`src/rtl/clb_cfg_loader.sv`:
```
// Serial configuration loader for one logic block: preamble search, shadow shift-in,
// even-parity check and atomic commit of the live configuration word.
module clb_cfg_loader #(
    parameter int               CFGW = 37,
    parameter int               PREW = 4,
    parameter logic [PREW-1:0]  PRE  = 4'b1011
) (
    input  logic            K,
    input  logic            RST,
    input  logic            DIN,
    input  logic            DVALID,
    input  logic            ABORT,
    output logic [CFGW-1:0] CFG,
    output logic            HOLD,
    output logic            BUSY,
    output logic            DONE,
    output logic            ERR
);

    // Default word: mux selects, 16-bit LUT init, combo option, DQ muxes, flop/latch
    localparam logic [CFGW-1:0] CFG_RST = {2'b10, 2'b10, 2'b10, 2'b00, 2'b00,
                                           16'b0000000100010110, 2'b00,
                                           3'b000, 3'b111, 2'b00, 1'b0};
    localparam logic [5:0] CNT_MAX  = 6'(CFGW);
    localparam logic [5:0] CNT_LAST = 6'(CFGW - 1);

    typedef enum logic [1:0] {
        IDLE   = 2'd0,
        LOAD   = 2'd1,
        PARITY = 2'd2
    } state_t;

    state_t          state_reg, state_next;
    logic [PREW-1:0] sync_reg, sync_next;
    logic [CFGW-1:0] shadow_reg, shadow_next;
    logic [5:0]      cnt_reg, cnt_next;
    logic            par_reg, par_next;
    logic [CFGW-1:0] cfg_reg, cfg_next;
    logic            done_reg, done_next;
    logic            err_reg, err_next;

    logic [CFGW-1:0] shadow_shift;
    logic [PREW-1:0] sync_shift;

    // Shifted copies with DIN entering at the LSB, so the first-received bit ends up MSB
    genvar gi;
    generate
        for (gi = 0; gi < CFGW; gi++) begin : g_shadow
            if (gi == 0) begin : g_lsb
                assign shadow_shift[gi] = DIN;
            end else begin : g_bit
                assign shadow_shift[gi] = shadow_reg[gi-1];
            end
        end
        for (gi = 0; gi < PREW; gi++) begin : g_sync
            if (gi == 0) begin : g_lsb
                assign sync_shift[gi] = DIN;
            end else begin : g_bit
                assign sync_shift[gi] = sync_reg[gi-1];
            end
        end
    endgenerate

    always_comb begin
        state_next  = state_reg;
        sync_next   = sync_reg;
        shadow_next = shadow_reg;
        cnt_next    = cnt_reg;
        par_next    = par_reg;
        cfg_next    = cfg_reg;
        done_next   = 1'b0;
        err_next    = err_reg;

        case (state_reg)
            IDLE: begin
                if (DVALID) begin
                    sync_next = sync_shift;
                    if (sync_shift == PRE) begin
                        state_next = LOAD;
                        sync_next  = '0;
                        err_next   = 1'b0;
                        cnt_next   = '0;
                        par_next   = 1'b0;
                    end
                end
            end
            LOAD: begin
                if (ABORT) begin
                    state_next  = IDLE;
                    sync_next   = '0;
                    shadow_next = '0;
                end else if (DVALID) begin
                    shadow_next = shadow_shift;
                    par_next    = par_reg ^ DIN;
                    if (cnt_reg != CNT_MAX) begin
                        cnt_next = cnt_reg + 6'd1;
                    end
                    if (cnt_reg == CNT_LAST) begin
                        state_next = PARITY;
                    end
                end
            end
            PARITY: begin
                // Abort outranks a parity bit arriving on the same edge
                if (ABORT) begin
                    state_next  = IDLE;
                    sync_next   = '0;
                    shadow_next = '0;
                end else if (DVALID) begin
                    state_next = IDLE;
                    sync_next  = '0;
                    if ((par_reg ^ DIN) == 1'b0) begin
                        cfg_next  = shadow_reg;
                        done_next = 1'b1;
                    end else begin
                        err_next = 1'b1;
                    end
                end
            end
            default: begin
                state_next = IDLE;
                sync_next  = '0;
            end
        endcase
    end

    always_ff @(posedge K) begin
        if (RST) begin
            state_reg  <= IDLE;
            sync_reg   <= '0;
            shadow_reg <= '0;
            cnt_reg    <= '0;
            par_reg    <= 1'b0;
            cfg_reg    <= CFG_RST;
            done_reg   <= 1'b0;
            err_reg    <= 1'b0;
        end else begin
            state_reg  <= state_next;
            sync_reg   <= sync_next;
            shadow_reg <= shadow_next;
            cnt_reg    <= cnt_next;
            par_reg    <= par_next;
            cfg_reg    <= cfg_next;
            done_reg   <= done_next;
            err_reg    <= err_next;
        end
    end

    assign CFG  = cfg_reg;
    assign HOLD = (state_reg == LOAD) || (state_reg == PARITY);
    assign BUSY = (state_reg != IDLE);
    assign DONE = done_reg;
    assign ERR  = err_reg;

endmodule

```
`config.mk`:
```
export PLATFORM = sky130hd
export DESIGN_NAME = clb_cfg_loader
export DESIGN_NICKNAME = d
export VERILOG_FILES = /design/src/rtl/clb_cfg_loader.sv
export SDC_FILE = /design/constraint.sdc
export NUM_CORES = 1
export LEC_CHECK = 0
export ABC_AREA = 1
export BUFFER_PORTS_ARGS = -buffer_cell sky130_fd_sc_hd__buf_4
export CORE_MARGIN = 3
export CORE_UTILIZATION = 51
export DETAILED_ROUTE_END_ITERATION = 16
export GPL_TIMING_DRIVEN = 0
export PLACE_DENSITY = 0.75
export SKIP_CTS_REPAIR_TIMING = 1
export SLEW_MARGIN = 10
export SYNTH_ARGS = -nofsm -noshare
export SYNTH_HDL_FRONTEND = slang
export SYNTH_SLANG_ARGS = --single-unit
```
`constraint.sdc`:
```
create_clock -name K -period 1.38 [get_ports K]
set_input_delay 0.069 -clock K [delete_from_list [all_inputs] [get_ports K]]
set_output_delay 0.069 -clock K [all_outputs]
set_load 0.05 [all_outputs]
```
==> PnR_summary.wiki, run 1 <==
{| class="wikitable"
! Metric !! Value
|-
| Max Cap Violations || 0
|-
| Top-level I/O count || 46
|-
| Post-detailed-route count of antenna-violating nets || 0
|-
| Max VDD drop || about 1.9 mV
|-
| Post-route minimum period || about 1.6 ns
|-
| Final Instance Area || ~4900 sq um
|-
| Worst Hold Class || primary input to flip-flop
|-
| Core Util, Final || 0.758
|-
| Overall die width || around 90 microns
|-
| Count of clock tree sinks || just under 90
|-
| Startpoint Class || flip-flop
|-
| Register clock-pin slew on the reported worst setup and hold paths || 0.09 ns
|-
| Die Span Y || around 90 microns
|-
| Port Buf Inserts || 45
|-
| Average wire length per cell after detail routing || approximately 14 microns
|-
| Leakage power || around 1.9 nW
|-
| Core ar. || about 6400 sq um
|-
| Count of endpoints failing hold in the final timing report || 0
|-
| CTS H-tree lvls || 3
|-
| #FFs+latches synth || between 80 and 90
|-
| Largest fanout on the critical path || 8
|-
| Detailed-route DRC error count || 0
|-
| Maximum achievable frequency || ~640 MHz
|-
| Share of post-route cells with drive strength above 1 || 0.360
|-
| Cell Rows || 29
|-
| Critical Path AT || between 1.5 and 2 ns
|-
| Detailed Routing Iterations Pass 1 || 6
|-
| Worst Slack Setup Final || -0.193 ns
|-
| Instance area after placement || just under 4000 sq um
|-
| DRC violation total after the first TritonRoute iteration || approximately 210
|-
| Cell Pwr Density || roughly 1600 nW/um^2
|-
| Buffer levels on the longest clock path || 2
|-
| Period utilization || 1.14
|-
| Final WL || between 8000 and 9000 microns
|-
| Outcome || finished with violations
|-
| All-layer global routing usage || 0.203
|-
| Layout Nets || 548
|-
| Number of max-slew violations in the final report || 0
|-
| Placement Setup Slack || -0.313 ns
|-
| Worst Hold Margin || 0.0125 ns
|-
| DR vias || between 3,000 and 4,000
|-
| Data required time at the worst endpoint || ~1.7 ns
|-
| Total gr overflow || 0
|-
| Layout overhead on the synthesized area || 41.9%
|-
| Overall die area || around 7700 sq um
|-
| CTS Root Cell || sky130_fd_sc_hd__clkbuf_8
|-
| Synth unique cells || 24
|-
| Pin slew with the least headroom to its limit || between 0.7 and 0.8 ns
|-
| Endpoints failing setup || a little under 90
|-
| Post-detailed-placement half-perimeter wirelength || ~5200 microns
|-
| CTS tree || built
|-
| Total negative slack || -9.84 ns
|-
| Violations in the final reports || negative setup slack
|-
| Via count of the first global-routing pass || ~2,800
|-
| Post-Syn Area || between 3000 and 4000 sq um
|-
| Global placement routability congestion || about 0.87
|-
| Routed vias/inst || roughly 5.3
|-
| Worst clock skew || about 0.0064 ns
|-
| Tightest slew margin relative to the limit || 0.494
|-
| Count of inserted antenna diode cells || 0
|-
| Share of the yosys chip area belonging to registers || 0.514
|-
| Number of CTS-inserted buffers || 9
|-
| Maximum number of pins on one net before global-route repair || 16
|-
| Unrepaired setup endpoints after global routing || yes
|-
| Worst setup EP type || flip-flop
|-
| Syn_nets || 468
|-
| Type of the setup path with the least slack || flip-flop to flip-flop
|-
| Gate count after technology mapping || ~460
|-
| Initial antenna violation count || 0
|-
| Worst-skew pair later-pin latency || between 0.3 and 0.4 ns
|-
| Initial core utilization || 0.534
|-
| First-pass GRT wire length || between 10,000 and 15,000 microns
|-
| Synth warnings || 0
|-
| Mean area per synthesized cell || between 7 and 8 sq um
|}
## through the flow
step | instances | power (mW)
final | 619 | 7.57
after global routing | 619 | 7.89
after CTS | 595 | 6.53
after detailed placement | 579 | 4.81
after global placement | 579 | 4.77
after floorplan | 457 | 4.40
## layer usage
metal	GRT usage	part of all wire
met4	0.0809	0.028
met3	0.0292	0.041
met1	0.271	0.44
met5	0	0
met2	0.332	0.49
## path summary, 6_finish.rpt
path | cells after the start | to | startpoint | slack, ns
worst min register to register | 2 | CFG[19] | CFG[19] | 0.48
worst max register to register | 10 | shadow_reg[25] | state_reg[1] | -0.19
worst max-delay path | 10 | shadow_reg[25] | state_reg[1] | -0.19
worst min-delay path | 3 | shadow_reg[0] | DIN | 0.01
## final cells by class
cell class              instances  area [sq um]
flip-flops and latches         88          1770
repair buffers                 69           653
inverters                      21           108
plain buffers                  22           199
clock buffers                   9           124
clock inverters                 7          71.3
well taps                      77          96.3
fillers                       427          1560
multi-input cells             326          1840
## power breakdown
part           internal, mW  total, mW  switching (mW)
Clock                 0.839       1.77           0.929
Combinational          1.29       3.03            1.75
Sequential             2.67       2.76          0.0987
## worst max-delay path: stages (launching register included)
cell and delay (ns):
sky130_fd_sc_hd__dfxtp_4 0.37, sky130_fd_sc_hd__inv_4 0.06, sky130_fd_sc_hd__ha_4 0.18, sky130_fd_sc_hd__nand2_4 0.06, sky130_fd_sc_hd__inv_4 0.06, sky130_fd_sc_hd__nand2_4 0.05, sky130_fd_sc_hd__a22oi_4 0.18, sky130_fd_sc_hd__buf_8 0.19
sky130_fd_sc_hd__buf_8 0.14, sky130_fd_sc_hd__nand2_1 0.08, sky130_fd_sc_hd__a21oi_2 0.13
## cells in the final DEF (no fill, tap or decap), drive strengths merged
master    count
nand2       140
dfxtp        88
buf          80
nor2         76
a21oi        46
o21ai        29
inv          20
clkbuf       20
nand3        19
ha            6
clkinv        4
clkinvlp      3
xnor2         2
xor2          2
o21bai        2
a22oi         1
nand4         1
o211ai        1
nand3b        1
bufinv        1
## Yosys cell counts
cell type                  number  area share
sky130_fd_sc_hd__a22oi_4        1      0.0062
sky130_fd_sc_hd__ha_1           6       0.022
sky130_fd_sc_hd__xnor2_1        2      0.0051
sky130_fd_sc_hd__a21oi_1       46       0.067
sky130_fd_sc_hd__inv_1         20       0.022
sky130_fd_sc_hd__buf_4          2      0.0044
sky130_fd_sc_hd__o21ai_0       29       0.042
sky130_fd_sc_hd__o211ai_1       1      0.0022
sky130_fd_sc_hd__clkbuf_1       8      0.0088
sky130_fd_sc_hd__buf_6          4       0.013
sky130_fd_sc_hd__nand2_2        2      0.0036
sky130_fd_sc_hd__dfxtp_1       88        0.51
sky130_fd_sc_hd__o21bai_1       2      0.0044
sky130_fd_sc_hd__nor2_2         3      0.0055
sky130_fd_sc_hd__nand3b_1       1      0.0022
sky130_fd_sc_hd__nor2_1        73       0.080
sky130_fd_sc_hd__nand3_1       19       0.028
sky130_fd_sc_hd__inv_2          1      0.0011
sky130_fd_sc_hd__buf_1          2      0.0022
sky130_fd_sc_hd__clkbuf_2       1      0.0015
sky130_fd_sc_hd__buf_2          5      0.0073
sky130_fd_sc_hd__xor2_1         2      0.0051
sky130_fd_sc_hd__nand2_1      138        0.15
sky130_fd_sc_hd__nand4_1        1      0.0018
## cells by family (layout without fill, tap and decap cells)
group / after synthesis / count (layout) / synth area share
AO/OA/AOI/OAI: 79 / 79 / 0.122
XOR/XNOR: 4 / 4 / 0.0102
AND/OR/NAND/NOR: 237 / 237 / 0.272
buffers and inverters: 43 / 128 / 0.0602
flip-flops: 88 / 88 / 0.514
adder cells (fa/ha/maj): 6 / 6 / 0.0219
No activity file was read; power rests on OpenSTA's default activity.
==> run 2: changes to the inputs <==
--- a/config.mk
+++ b/config.mk
@@ -5,7 +5,6 @@
 export SDC_FILE = /design/constraint.sdc
 export NUM_CORES = 1
 export LEC_CHECK = 0
-export ABC_AREA = 1
 export BUFFER_PORTS_ARGS = -buffer_cell sky130_fd_sc_hd__buf_4
 export CORE_MARGIN = 3
 export CORE_UTILIZATION = 51
@@ -13,7 +12,8 @@
 export GPL_TIMING_DRIVEN = 0
 export PLACE_DENSITY = 0.75
 export SKIP_CTS_REPAIR_TIMING = 1
-export SLEW_MARGIN = 10
+export SKIP_LAST_GASP = 1
+export SLEW_MARGIN = 15
 export SYNTH_ARGS = -nofsm -noshare
 export SYNTH_HDL_FRONTEND = slang
 export SYNTH_SLANG_ARGS = --single-unit
==> run 2 against run 1 <==
  * The flow still finishes with violations (negative setup slack)
  * Non-clock buffer count decreased by 12
  * Hold slack improved by 0.040 ns
  * Register-to-register slack got worse by 0.03 ns
  * Clock power decreased by 7%
  * Total power decreased by 39%
  * Design area decreased by 9.6%
  * Critical path type unchanged
  * Critical endpoint is now cnt_reg[5]
==> PnR_summary.wiki, run 2 <==
{| class="wikitable"
! Metric !! Value
|-
| Layout overhead on the synthesized area || 30.6%
|-
| Combined flip-flop and latch cell area || 1770 sq um (-0.21%)
|-
| CTS tree || built
|-
| Worst setup EP type || flip-flop
|-
| Register clock-pin slew on the reported worst setup and hold paths || 0.08 ns (about the same)
|-
| Share of the yosys chip area belonging to registers || 0.523 (+0.00974)
|-
| Reg2Reg Capture Point || cnt_reg[5]
|-
| Synth top area share || 0.523 (+0.00974)
|-
| Via count of the first global-routing pass || 2,620 (-6.9%)
|-
| Overall die area || 7610 sq um (-1.7%)
|-
| Critical Path AT || 1.85 ns (about the same)
|-
| Routed vias/inst || 5.57 (+5.1%)
|-
| All-layer global routing usage || 0.199 (-0.00475)
|-
| Unrepaired setup endpoints after global routing || yes
|-
| Global placement routability congestion || 0.821 (-5.5%)
|-
| Violations in the final reports || negative setup slack
|-
| Maximum achievable frequency || 624 MHz (-1.8%)
|-
| Detailed-route DRC error count || 0 (unchanged)
|-
| Outcome || finished with violations
|-
| Xor/xnor cell area share of the yosys netlist || 0.00260 (-0.00761)
|-
| Most common cell after layout, fill and taps aside || sky130_fd_sc_hd__dfxtp_1
|-
| Share of synthesized area spent on multiplexers || 0 (unchanged)
|-
| Share of post-route cells with drive strength above 1 || 0.291 (-0.0683)
|-
| Top-level I/O count || 46 (unchanged)
|-
| Worst-skew pair later-pin latency || 0.35 ns (about the same)
|-
| Layout Nets || 454 (-17%)
|-
| Synth warnings || 0 (unchanged)
|-
| Period utilization || 1.16 (+0.0214)
|-
| Kind of cell with the highest combined delay on the critical path || compound AO/OA/AOI/OAI gates
|-
| Commonest cells in the synthesized netlist || sky130_fd_sc_hd__dfxtp_1, sky130_fd_sc_hd__nand2_1, sky130_fd_sc_hd__nor2_1, sky130_fd_sc_hd__a22oi_1, sky130_fd_sc_hd__a21oi_1
|-
| CP max-delay cell || sky130_fd_sc_hd__dfxtp_4
|-
| Gr busiest metal || met2
|-
| #FFs+latches synth || 88 (unchanged)
|-
| Tightest slew margin relative to the limit || 0.620 (+0.127)
|-
| Initial core utilization || 0.546 (+0.0119)
|-
| Pin slew with the least headroom to its limit || 0.569 ns (-0.190 ns)
|-
| Buffer levels on the longest clock path || 2 (unchanged)
|-
| Final Instance Area || 4400 sq um (-9.6%)
|-
| Max Cap Violations || 0 (unchanged)
|-
| Worst Hold Class || primary input to flip-flop
|-
| Startpoint Class || flip-flop
|-
| Largest fanout on the critical path || 8 (unchanged)
|-
| Leakage power || 1.67 nW (-13%)
|-
| Detailed Routing Iterations Pass 1 || 4 (-2)
|-
| Crit Reg-Reg Startpoint || state_reg[1]
|-
| Met1 layer usage reported by global route || 0.260 (-0.0114)
|-
| Met3 Track Usage GR || 0.0397 (+0.0106)
|-
| Hold Startpoint || DIN
|-
| Mean area per synthesized cell || 8.86 sq um (+18%)
|-
| Type of the setup path with the least slack || flip-flop to flip-flop
|-
| Instance area after placement || 3820 sq um (-3.3%)
|-
| Cell depth of the worst flop-to-flop path || 6 (-4)
|-
| Number of max-slew violations in the final report || 0 (unchanged)
|-
| Critical path buffer and inverter count || 2 (-2)
|-
| Core Util, Final || 0.713 (-0.0446)
|-
| Post-detailed-route count of antenna-violating nets || 0 (unchanged)
|-
| Worst Hold Endpoint || sync_reg[0]
|-
| Post-route minimum period || 1.60 ns (+0.0295 ns)
|-
| DRC violation total after the first TritonRoute iteration || 130 (-37%)
|-
| Dominant cell type by area after synthesis || sky130_fd_sc_hd__dfxtp_1
|-
| Crit. Startpoint || state_reg[1]
|-
| Core ar. || 6170 sq um (-4.0%)
|-
| Cell Pwr Density || 1040 nW/um^2 (-33%)
|-
| Most frequent cells in the layout || sky130_fd_sc_hd__dfxtp_1, sky130_fd_sc_hd__nand2_1, sky130_fd_sc_hd__buf_4
|-
| Number of logic stages on the critical path including buffering || 6 (-4)
|-
| Met2 track demand over resource || 0.320 (-0.0127)
|-
| Fraction of registers with async set/reset || 0 (unchanged)
|-
| Data required time at the worst endpoint || 1.63 ns (-0.04 ns)
|-
| Die Span Y || 87.2 microns (-0.87%)
|-
| Average wire length per cell after detail routing || 15.1 microns (+5.8%)
|-
| Count leader, synth || sky130_fd_sc_hd__dfxtp_1
|-
| Port Buf Inserts || 44 (-2.2%)
|-
| Largest family of logic cells by synthesized area || simple AND/OR/NAND/NOR gates
|-
| Hold Crit Depth || 3 (unchanged)
|-
| Post-Syn Area || 3370 sq um (-1.9%)
|-
| Count of inserted antenna diode cells || 0 (unchanged)
|-
| Final WL || 7880 microns (-11%)
|-
| EDFF count, synth || 0 (unchanged)
|-
| Maximum number of pins on one net before global-route repair || 14 (-2)
|-
| DR vias || 2,903 (-12%)
|-
| Post-synthesis compound-gate area fraction || 0.193 (+0.0711)
|-
| Max VDD drop || 0.697 mV (-64%)
|-
| Gate count after technology mapping || 380 (-17%)
|-
| CTS H-tree lvls || 3 (unchanged)
|-
| Total gr overflow || 0 (unchanged)
|-
| Number of CTS-inserted buffers || 9 (unchanged)
|-
| Synth unique cells || 39 (+63%)
|-
| Cell Rows || 28 (-3.4%)
|-
| CP max stage delay || 0.37 ns (about the same)
|-
| First-pass GRT wire length || 12,000 microns (-4.0%)
|-
| Synthesized-area fraction occupied by and/or/nand/nor cells || 0.206 (-0.0655)
|-
| Worst Slack Setup Final || -0.222 ns (-0.0295 ns)
|-
| Total of fill cells in the finished design || 472 (+11%)
|-
| Syn_nets || 391 (-16%)
|-
| Area used by multi-input combinational logic || 1640 sq um (-11%)
|-
| Synth Flop Type || sky130_fd_sc_hd__dfxtp_1
|-
| Leading cell types by total area after synthesis || sky130_fd_sc_hd__dfxtp_1, sky130_fd_sc_hd__nand2_1, sky130_fd_sc_hd__a22oi_1
|-
| Count of clock tree sinks || 88 (unchanged)
|-
| Initial antenna violation count || 0 (unchanged)
|-
| Count of endpoints failing hold in the final timing report || 0 (unchanged)
|-
| Worst reg2reg setup slack || -0.22 ns (-0.03 ns)
|-
| Post-detailed-placement half-perimeter wirelength || 4990 microns (-4.3%)
|-
| Synth Area in Adders || 0.0223 (+0.000415)
|-
| Worst clock skew || 0.00572 ns (-0.000640 ns)
|-
| CTS Root Cell || sky130_fd_sc_hd__clkbuf_8
|-
| Overall die width || 87.2 microns (-0.87%)
|-
| Critical-path cell list || inv_4, ha_4, clkinvlp_4, o221a_4, and3_4, a32o_1
|-
| Endpoints failing setup || 87 (-1.1%)
|}
## run 2: cell types whose count changed after synthesis, moves of 5 or more
| cell | previous run | this run |
|---|---|---|
| sky130_fd_sc_hd__a22oi_1 | 0 | 37 |
| sky130_fd_sc_hd__nand2_1 | 138 | 77 |
| sky130_fd_sc_hd__o21ai_0 | 29 | 4 |
| sky130_fd_sc_hd__buf_2 | 5 | 11 |
| sky130_fd_sc_hd__nor2_1 | 73 | 39 |
| sky130_fd_sc_hd__nor2b_1 | 0 | 5 |
| sky130_fd_sc_hd__nand2b_1 | 0 | 5 |
| sky130_fd_sc_hd__inv_1 | 20 | 7 |
| sky130_fd_sc_hd__a21oi_1 | 46 | 32 |
## run 2: worst max path at each step
stage,endpoint,slack (ns)
final,cnt_reg[5],-0.22
after global routing,CFG[21],-0.27
after CTS,cnt_reg[3],-0.40
after detailed placement,cnt_reg[3],-0.40
after global placement,cnt_reg[3],-0.36
after floorplan,cnt_reg[3],-0.43
## run 2: per-layer routing
metal  wire [microns]  part of all wire
met5                0                 0
met4              112             0.014
met2             3740              0.47
met1             3650              0.46
met3              378             0.048
## run 2: kinds of logic (layout without fill, tap and decap cells)
| group | count (synthesis) | in the layout |
|---|---|---|
| AND/OR/NAND/NOR | 156 | 156 |
| adder cells (fa/ha/maj) | 6 | 6 |
| buffers and inverters | 35 | 100 |
| AO/OA/AOI/OAI | 94 | 95 |
| XOR/XNOR | 1 | 1 |
| flip-flops | 88 | 88 |
## run 2: cell type report
| type | instances | area share |
|---|---|---|
| multi-input cells | 258 | 0.374 |
| flip-flops and latches | 88 | 0.402 |
| clock inverters | 2 | 0.00313 |
| repair buffers | 53 | 0.100 |
| plain buffers | 26 | 0.0544 |
| inverters | 7 | 0.00797 |
| well taps | 75 | 0.0213 |
| clock buffers | 12 | 0.0376 |
## run 2: metrics by stage
step	hold WS, ns	total power [mW]	setup TNS (ns)	cells	setup WS (ns)
after floorplan	0.223	2.85	-9.99	380	-0.426
after global placement	0.375	2.92	-18.84	499	-0.356
after detailed placement	0.386	2.93	-23.22	499	-0.398
after CTS	0.0235	4.54	-24.64	513	-0.403
after global routing	0.0503	4.75	-18.23	521	-0.271
final	0.0521	4.59	-12.99	521	-0.222
## run 2: worst register-to-register path: cells and delay by family, from the launching register on
family,cells,cell delay (ns)
DFF,1,0.37
and+or+nand+nor,1,0.20
AOI/OAI and AO/OA,2,0.51
adders and majority gates,1,0.20
buffers and inverters,2,0.22
## run 2: report_power, final
group / switching, mW / total [mW] / internal [mW]
clock network: 0.859 / 1.65 / 0.786
logic: 0.244 / 0.383 / 0.139
registers: 0.0116 / 2.56 / 2.55
total: 1.11 / 4.59 / 3.47
